**config.mk**
```make
export PLATFORM = sky130hd
export DESIGN_NAME = tcdm_bank_arbiter
export DESIGN_NICKNAME = d
export VERILOG_FILES = /design/src/rtl/tcdm_bank_pkg.sv /design/src/rtl/tcdm_bank_resp_pipe.sv /design/src/rtl/tcdm_bank_arbiter.sv
export SDC_FILE = /design/constraint.sdc
export NUM_CORES = 1
export LEC_CHECK = 0
export ABC_AREA = 1
export CAP_MARGIN = 30
export CORE_AREA = 5 5 99 101
export DETAILED_ROUTE_END_ITERATION = 12
export DIE_AREA = 0 0 104 106
export PLACE_DENSITY = 0.74
export REMOVE_ABC_BUFFERS = 1
export SETUP_SLACK_MARGIN = 0.5
export SYNTH_ARGS = -nofsm -noshare
export SYNTH_HDL_FRONTEND = slang
export SYNTH_SLANG_ARGS = --single-unit
```
**constraint.sdc**
```tcl
create_clock -name clk_i -period 2.5 [get_ports clk_i]
set_input_delay 0.5 -clock clk_i [delete_from_list [all_inputs] [get_ports clk_i]]
set_output_delay 0.5 -clock clk_i [all_outputs]
set_load 0.005 [all_outputs]
```
**src/rtl/tcdm_bank_pkg.sv**
```systemverilog
// Shared types and helpers for the per-bank TCDM arbiter and its response pipeline.
package tcdm_bank_pkg;

  typedef enum logic {
    PortA = 1'b0,
    PortB = 1'b1
  } port_e;

  // A zero-width counter is illegal, so MaxStall=0 still gets one (always-zero) bit.
  function automatic int unsigned stall_cnt_width(input int unsigned max_stall);
    return (max_stall > 0) ? $clog2(max_stall + 1) : 1;
  endfunction

endpackage

```
**src/rtl/tcdm_bank_resp_pipe.sv**
```systemverilog
// Fixed-depth shift register of response tags, aligned with the SRAM read latency.
module tcdm_bank_resp_pipe #(
  parameter int unsigned Depth = 1,
  parameter type         tag_t = logic
) (
  input  logic clk_i,
  input  logic rst_ni,
  input  tag_t tag_i,
  output tag_t tag_o
);

  tag_t stage_q [Depth];

  always_ff @(posedge clk_i or negedge rst_ni) begin
    if (!rst_ni) begin
      for (int i = 0; i < int'(Depth); i++) begin
        stage_q[i] <= '0;
      end
    end else begin
      stage_q[0] <= tag_i;
      for (int i = 1; i < int'(Depth); i++) begin
        stage_q[i] <= stage_q[i-1];
      end
    end
  end

  assign tag_o = stage_q[Depth-1];

endmodule

```
**src/rtl/tcdm_bank_arbiter.sv**
```systemverilog
// Shares one fixed-latency SRAM bank between an interconnect port (A) and a side port (B),
// routing each read/write response back to its originating port.
module tcdm_bank_arbiter
  import tcdm_bank_pkg::*;
#(
  parameter int unsigned AddrMemWidth = 12,
  parameter int unsigned DataWidth    = 32,
  parameter int unsigned BeWidth      = DataWidth / 8,
  parameter int unsigned IniAddWidth  = 5,
  parameter int unsigned MemLatency   = 1,
  parameter int unsigned MaxStall     = 3,
  parameter bit          WriteRespOn  = 1'b1
) (
  input  logic                    clk_i,
  input  logic                    rst_ni,
  // port A: interconnect target port
  input  logic                    req_a_i,
  output logic                    gnt_a_o,
  input  logic [IniAddWidth-1:0]  ini_add_a_i,
  input  logic [AddrMemWidth-1:0] add_a_i,
  input  logic                    wen_a_i,
  input  logic [DataWidth-1:0]    wdata_a_i,
  input  logic [BeWidth-1:0]      be_a_i,
  output logic                    vld_a_o,
  output logic [IniAddWidth-1:0]  ini_add_a_o,
  output logic [DataWidth-1:0]    rdata_a_o,
  // port B: side port
  input  logic                    req_b_i,
  output logic                    gnt_b_o,
  input  logic [AddrMemWidth-1:0] add_b_i,
  input  logic                    wen_b_i,
  input  logic [DataWidth-1:0]    wdata_b_i,
  input  logic [BeWidth-1:0]      be_b_i,
  output logic                    vld_b_o,
  output logic [DataWidth-1:0]    rdata_b_o,
  // SRAM bank
  output logic                    mem_req_o,
  output logic [AddrMemWidth-1:0] mem_add_o,
  output logic                    mem_wen_o,
  output logic [DataWidth-1:0]    mem_wdata_o,
  output logic [BeWidth-1:0]      mem_be_o,
  input  logic [DataWidth-1:0]    mem_rdata_i
);

  localparam int unsigned StallW = stall_cnt_width(MaxStall);
  localparam logic [StallW-1:0] StallMax = StallW'(MaxStall);

  // The write flag lets write responses return zero data regardless of what the SRAM drives.
  typedef struct packed {
    logic                   valid;
    port_e                  port_sel;
    logic                   wr;
    logic [IniAddWidth-1:0] ini_add;
  } resp_tag_t;

  logic [StallW-1:0] stall_q, stall_d;
  logic              gnt_a, gnt_b;
  resp_tag_t         tag_in, tag_out;

  // Grants are held low during reset so every output reads 0 while rst_ni is asserted.
  always_comb begin
    gnt_a = 1'b0;
    gnt_b = 1'b0;
    if (rst_ni) begin
      if (req_a_i && req_b_i) begin
        if (stall_q == StallMax) begin
          gnt_b = 1'b1;
        end else begin
          gnt_a = 1'b1;
        end
      end else if (req_a_i) begin
        gnt_a = 1'b1;
      end else if (req_b_i) begin
        gnt_b = 1'b1;
      end
    end
  end

  assign gnt_a_o = gnt_a;
  assign gnt_b_o = gnt_b;

  always_comb begin
    mem_req_o   = gnt_a | gnt_b;
    mem_add_o   = '0;
    mem_wen_o   = 1'b0;
    mem_wdata_o = '0;
    mem_be_o    = '0;
    if (gnt_a) begin
      mem_add_o   = add_a_i;
      mem_wen_o   = wen_a_i;
      mem_wdata_o = wdata_a_i;
      mem_be_o    = be_a_i;
    end else if (gnt_b) begin
      mem_add_o   = add_b_i;
      mem_wen_o   = wen_b_i;
      mem_wdata_o = wdata_b_i;
      mem_be_o    = be_b_i;
    end
  end

  // Stall counter: counts consecutive cycles B waits, saturating at MaxStall.
  always_comb begin
    stall_d = stall_q;
    if (!req_b_i || gnt_b) begin
      stall_d = '0;
    end else if (stall_q != StallMax) begin
      stall_d = stall_q + StallW'(1);
    end
  end

  always_ff @(posedge clk_i or negedge rst_ni) begin
    if (!rst_ni) begin
      stall_q <= '0;
    end else begin
      stall_q <= stall_d;
    end
  end

  always_comb begin
    tag_in          = '0;
    tag_in.valid    = mem_req_o & (~mem_wen_o | WriteRespOn);
    tag_in.port_sel = gnt_b ? PortB : PortA;
    tag_in.wr       = mem_wen_o;
    tag_in.ini_add  = ini_add_a_i;
  end

  tcdm_bank_resp_pipe #(
    .Depth (MemLatency),
    .tag_t (resp_tag_t)
  ) u_resp_pipe (
    .clk_i  (clk_i),
    .rst_ni (rst_ni),
    .tag_i  (tag_in),
    .tag_o  (tag_out)
  );

  always_comb begin
    vld_a_o     = 1'b0;
    vld_b_o     = 1'b0;
    ini_add_a_o = '0;
    rdata_a_o   = '0;
    rdata_b_o   = '0;
    if (tag_out.valid) begin
      if (tag_out.port_sel == PortA) begin
        vld_a_o     = 1'b1;
        ini_add_a_o = tag_out.ini_add;
        if (!tag_out.wr) rdata_a_o = mem_rdata_i;
      end else begin
        vld_b_o = 1'b1;
        if (!tag_out.wr) rdata_b_o = mem_rdata_i;
      end
    end
  end

endmodule

```
==> results of run 1 <==
routing by layer:
layer | up-vias | routed length, um | share of wire [%]
met3 | 10 | 1290 | 11
li1 | 1589 | - | -
met4 | 0 | 121 | 0.99
met2 | 172 | 6610 | 54
met5 | - | 0 | 0
met1 | 1457 | 4210 | 34
cells by family after synthesis:
group | Yosys count
compound gates | 1
fa+ha+maj | 1
buf+inv | 32
flops | 10
simple gates | 263
layout by cell type, fill, tap and decap left out:
cell type        count
a21oi_4              1
buf_12              14
buf_16               7
buf_2               12
buf_4               28
buf_6               69
buf_8                7
clkbuf_16            1
clkbuf_2             9
clkbuf_8             4
clkdlybuf4s15_2      3
clkdlybuf4s50_1    137
clkinv_2             1
dfrtp_1             10
dlygate4sd2_1       67
ha_4                 1
inv_1                7
inv_2                1
inv_4                3
inv_8                2
nand2_1             42
nand2_2             66
nand2_4             82
nand4_1              2
nor2_1              70
nor2_4               1
power by group:
group / leakage [nW] / internal, mW / total (mW) / switching (mW)
Combinational: 3.34 / 0.570 / 0.939 / 0.369
Clock: 0.0288 / 0.139 / 0.209 / 0.0701
Sequential: 0.123 / 0.173 / 0.182 / 0.00856
Total: 3.50 / 0.882 / 1.33 / 0.448
through the flow:
| step | worst slack, ps | util [%] |
|---|---|---|
| after global routing | 88.9 | 67.5 |
| after floorplan | 82.8 | - |
| after detailed placement | -250 | 53.5 |
| final | 172 | 67.5 |
| after CTS | 186 | 63.4 |
| after global placement | -259 | 53.5 |
critical path, cell delays in order (launching register included):
cell     delay [ps]
dfrtp_1         410
ha_4            200
a21oi_4         150
buf_6           130
buf_12           90
buf_6            80
buf_6           110
buf_12          100
buf_16          110
nand2_4          40
nand2_2          60
buf_6            90
layout make-up:
type | instances | area (sq um) | area share (%)
Inverter | 13 | 70.1 | 1.16
Clock buffer | 4 | 55.1 | 0.913
Tap cell | 111 | 139 | 2.30
Timing Repair Buffer | 354 | 3690 | 61.2
Timing Repair inverter | 1 | 6.26 | 0.104
Sequential cell | 10 | 250 | 4.15
Multi-Input combinational cell | 265 | 1820 | 30.2
sequential cells by signal (all words and copies together), names as in the netlist:
signal	count
stall_q	2
u_resp_pipe.tag_o	8
path summary, 6_finish.rpt:
path | to | cells past startpoint | startpoint
min in group clk_i | stall_q[1] | 2 | stall_q[1]
max in group asynchronous | u_resp_pipe.tag_o[4] | 2 | rst_ni
worst min-delay path | u_resp_pipe.tag_o[0] | 2 | rst_ni
worst max-delay path | mem_wdata_o[15] | 11 | stall_q[0]
worst max register to register | u_resp_pipe.tag_o[5] | 10 | stall_q[0]
worst min register to register | stall_q[1] | 2 | stall_q[1]
repair_timing:
item / 4_1_cts / 5_1_grt
pin swaps: 25 / 22
gates cloned: 7 / 1
gates resized for setup: 375 / 90
setup buffers: 48 / 19
setup endpoints to repair: 122 / 74
==> run metrics, run 1 <==
status=completed; antenna-violating nets left=0; final net count=788; reg-to-reg slack, setup=1080 ps; vias in the first global route=3399; layout cell share with drive strength beyond 1=48.2%; Clk Latency, worst-skew pair=240 ps; die width=104 um; Unique masters post-synth=16; met2 Use GR=39.8%; CTS Buf Count=3; Async SR Flop Fraction=100%; diodes inserted=0; H-tree depth=1; total power=1.33 mW; Pleak=3.50 nW; most numerous cell in the Yosys netlist=nand2_1; die footprint=11000 sq um; top_reg_cell synth=dfrtp_1; max_cap viols=0; post-placement cell count=679; 1st-iter DRT viols=49; post-synthesis mux area share=0%; area of placed instances=4780 sq um; final cycle utilization of the critical path=93.1%; largest cells by area after synthesis=nand2_4, nand2_1, nand2_2; Max Slew Vio Count=0; Final setup violation count=0; Synth-to-Final Area Change=203%; actual slew at the worst max-slew pin=185 ps; via count=3228; synthesized flop and latch total=10; yosys warns=0; I/O Buffers=261; Top Usage Layer GRT=met2; clk_skew=6.33 ps; via/cell ratio=4.26; met3 GRT Util=7.71%; complex-gate fraction of the synthesized area=0.440%; RSZ-0062 raised after global routing=true; commonest cells in the netlist=nand2_1, nor2_1, nand2_2; DRC=0; Post-Syn Area=1990 sq um; Yosys top cell area share=28.3%; VDD IR max=0.144 mV; clock-pin slew on the worst setup and hold paths=50 ps; met1 global-route usage=20.5%; clock root buffer=clkbuf_8; Yosys top cell by area=nand2_4; Fin. Hold Viols=0; WS Path Type=reg2out; Overflow after GRT=0; largest net degree at the start of global routing=20; Final min period=2330 ps; Hold WS=284 ps; number of flops mapped to enable cells by yosys=0; CTS tree=yes; Worst Hold Class=in2async; design area=6030 sq um; CP endpoint kind=primary output; I/O pin count=262; XOR/XNOR share of the synthesized area=0%; Initial Utilization=22.3%; mean routed wirelength per cell=16.1 um; core area=8930 sq um; fmax=0.430 GHz; sequential element share of the synthesized area=12.6%; WP data arrival=1830 ps; clk buf depth=2; Die H=106 um; all-layer global routing usage=20.3%; Worst EP required=2000 ps; initial antenna violation count=0; Non-Filler Instances=758; Placer Congestion=0.850; Startpoint Class=register; Synth Area in Simple Gates=75.2%; CTS Hold Bufs=0; Fin Setup TNS=0 ps; largest family of logic cells by synthesized area=simple AND/OR/NAND/NOR gates; Mapped Avg Cell Area=6.48 sq um; PD cells=221 nW/um^2; global-route wire length before repair=17900 um; WL final=12200 um; hpwl dp=8720 um; filler cell count=724; First-pass DRT Iterations=4; Worst Path Max Fanout=4; Core Rows=35; Slew headroom=87.7%; clock sinks=10; Syn Inst Count=307; Synth Area in Adders=0.629%
(Power assumes the default switching activity.)
==> inputs of run 2 (changes only) <==
Settings changed: CELL_PAD_IN_SITES_DETAIL_PLACEMENT set to 1, CELL_PAD_IN_SITES_GLOBAL_PLACEMENT set to 1, CORE_AREA 5 5 99 101 to unset, CORE_MARGIN set to 5, CORE_UTILIZATION set to 15, DIE_AREA 0 0 104 106 to unset, PLACE_DENSITY 0.74 to unset, PLACE_DENSITY_LB_ADDON set to 0.1.
Clock period 2.5 ns to 2.2 ns, I/O delays scaled along.
==> run 2 against run 1 <==
Design area grew 20%. Global-route usage is 1.9 points lower. Setup slack worse by 170 ps. Clock-buffer cell count did not move. Clock skew decreased by 3.8 ps. Combinational power increased by 52%. Die area rose by 42%. Sequential power increased by 13%. Hold slack worse by 11 ps. Critical path type unchanged.
==> run metrics, run 2 (same netlist as run 1, synthesis figures left out) <==
status=completed; clock-pin slew on the worst setup and hold paths=40 ps; Overflow after GRT=0; WL final=16000 um; Non-Filler Instances=843; initial antenna violation count=0; logic gate share of total power=71.5%; Worst EP required=1760 ps; layout cell share with drive strength beyond 1=73.2%; First-pass DRT Iterations=3; H-tree depth=1; 1st-iter DRT viols=29; via count=3436; core area=13100 sq um; filler cell count=1450; via/cell ratio=4.08; Flop pwr share=10.3%; PD cells=276 nW/um^2; clk buf depth=2; CTS tree=yes; actual slew at the worst max-slew pin=287 ps; Final min period=2200 ps; Clk Latency, worst-skew pair=240 ps; commonest non-fill, non-tap cell in the layout=clkdlybuf4s50_1; most frequent cells in the layout=clkdlybuf4s50_1, buf_6, nand2_4; post-placement cell count=745; Worst Hold Class=in2async; diodes inserted=0; switching power=0.695 mW; max_cap viols=0; Pleak=3.71 nW; area of placed instances=4930 sq um; Max Slew Vio Count=0; Worst Path Max Fanout=5; Synth-to-Final Area Change=264%; final net count=808; Fin. Hold Viols=0; clock root buffer=clkbuf_16; Startpoint Class=register; RSZ-0062 raised after global routing=true; CTS Buf Count=3; Initial Utilization=15.2%; WP data arrival=1760 ps; WS Path Type=reg2out; die width=125 um; Core Rows=42; CP endpoint kind=primary output; Die H=125 um; antenna-violating nets left=0; Final setup violation count=0; hpwl dp=10100 um; global-route wire length before repair=22900 um; VDD IR max=0.200 mV; final cycle utilization of the critical path=99.9%; DRC=0; design area=7240 sq um; Hold WS=274 ps; Clk pwr share=18.2%; mean routed wirelength per cell=18.9 um; clock sinks=10; switching share of total power=34.7%; fmax=0.455 GHz; die footprint=15700 sq um; Internal=1.31 mW; all-layer global routing usage=18.4%; Slew headroom=80.9%; max FFs per register=8; largest net degree at the start of global routing=17; Placer Congestion=0.774; I/O Buffers=261; I/O pin count=262; clk_skew=2.54 ps; vias in the first global route=3979
==> run 2: through the flow <==
stage                     util (%)  power, mW  setup WS (ps)  setup TNS [ps]
final                         55.1       2.00           2.36               0
after global routing          55.1       2.11          -81.2            -574
after CTS                     48.3       1.80          -9.85           -26.0
after detailed placement      37.5       1.07           -502          -22950
after floorplan                  -      0.440           -157           -7260
after global placement        37.5       1.06           -501          -22150
==> run 2: worst paths after layout <==
check	from	to	slack, ps	depth (start not counted)
min in group clk_i	ini_add_a_i[4]	u_resp_pipe.tag_o[4]	640	1
max in group asynchronous	rst_ni	u_resp_pipe.tag_o[6]	1780	2
min reg2reg	stall_q[0]	stall_q[1]	730	3
min	rst_ni	u_resp_pipe.tag_o[0]	270	2
max reg2reg	stall_q[1]	u_resp_pipe.tag_o[5]	530	12
max	stall_q[1]	mem_wdata_o[3]	2	10
==> run 2: what timing repair did <==
item                       in CTS  in global routing
resized for setup             748                153
setup endpoints to repair     123                122
hold buffers                    0                  0
buffers inserted               66                 13
pin swaps                      81                 64
cloned                         12                  3
==> run 2: power by group through the flow <==
stage	Sequential, mW	Combinational [mW]	Clock [mW]
after detailed placement	0.206	0.866	0
after CTS	0.206	1.22	0.374
after global placement	0.205	0.857	0
final	0.206	1.43	0.363
after global routing	0.207	1.52	0.384
after floorplan	0.205	0.236	0
==> run 2: critical path: stages (launching register included) <==
cell	delay [ps]
dfrtp_1	400
ha_4	190
a21oi_4	150
buf_6	120
buf_6	120
buf_12	110
buf_12	120
buf_8	110
nand2_2	40
nand2_2	60
buf_6	90
==> run 2: final cells by class <==
| cell class | count | area [sq um] | share of cell area, % |
|---|---|---|---|
| clock buffers | 4 | 88.8 | 1.23 |
| inverters | 13 | 65.1 | 0.899 |
| repair buffers | 375 | 4100 | 56.7 |
| flip-flops and latches | 10 | 250 | 3.46 |
| multi-input cells | 265 | 2510 | 34.7 |
| well taps | 176 | 220 | 3.04 |
==> run 2: layer usage <==
layer  part of all wire (%)  global-route usage, %  wire [um]
met5                      0                      0          0
met4                    2.0                   4.15        314
met3                    9.0                   7.51       1440
met2                     56                   35.5       8890
met1                     33                   18.4       5320
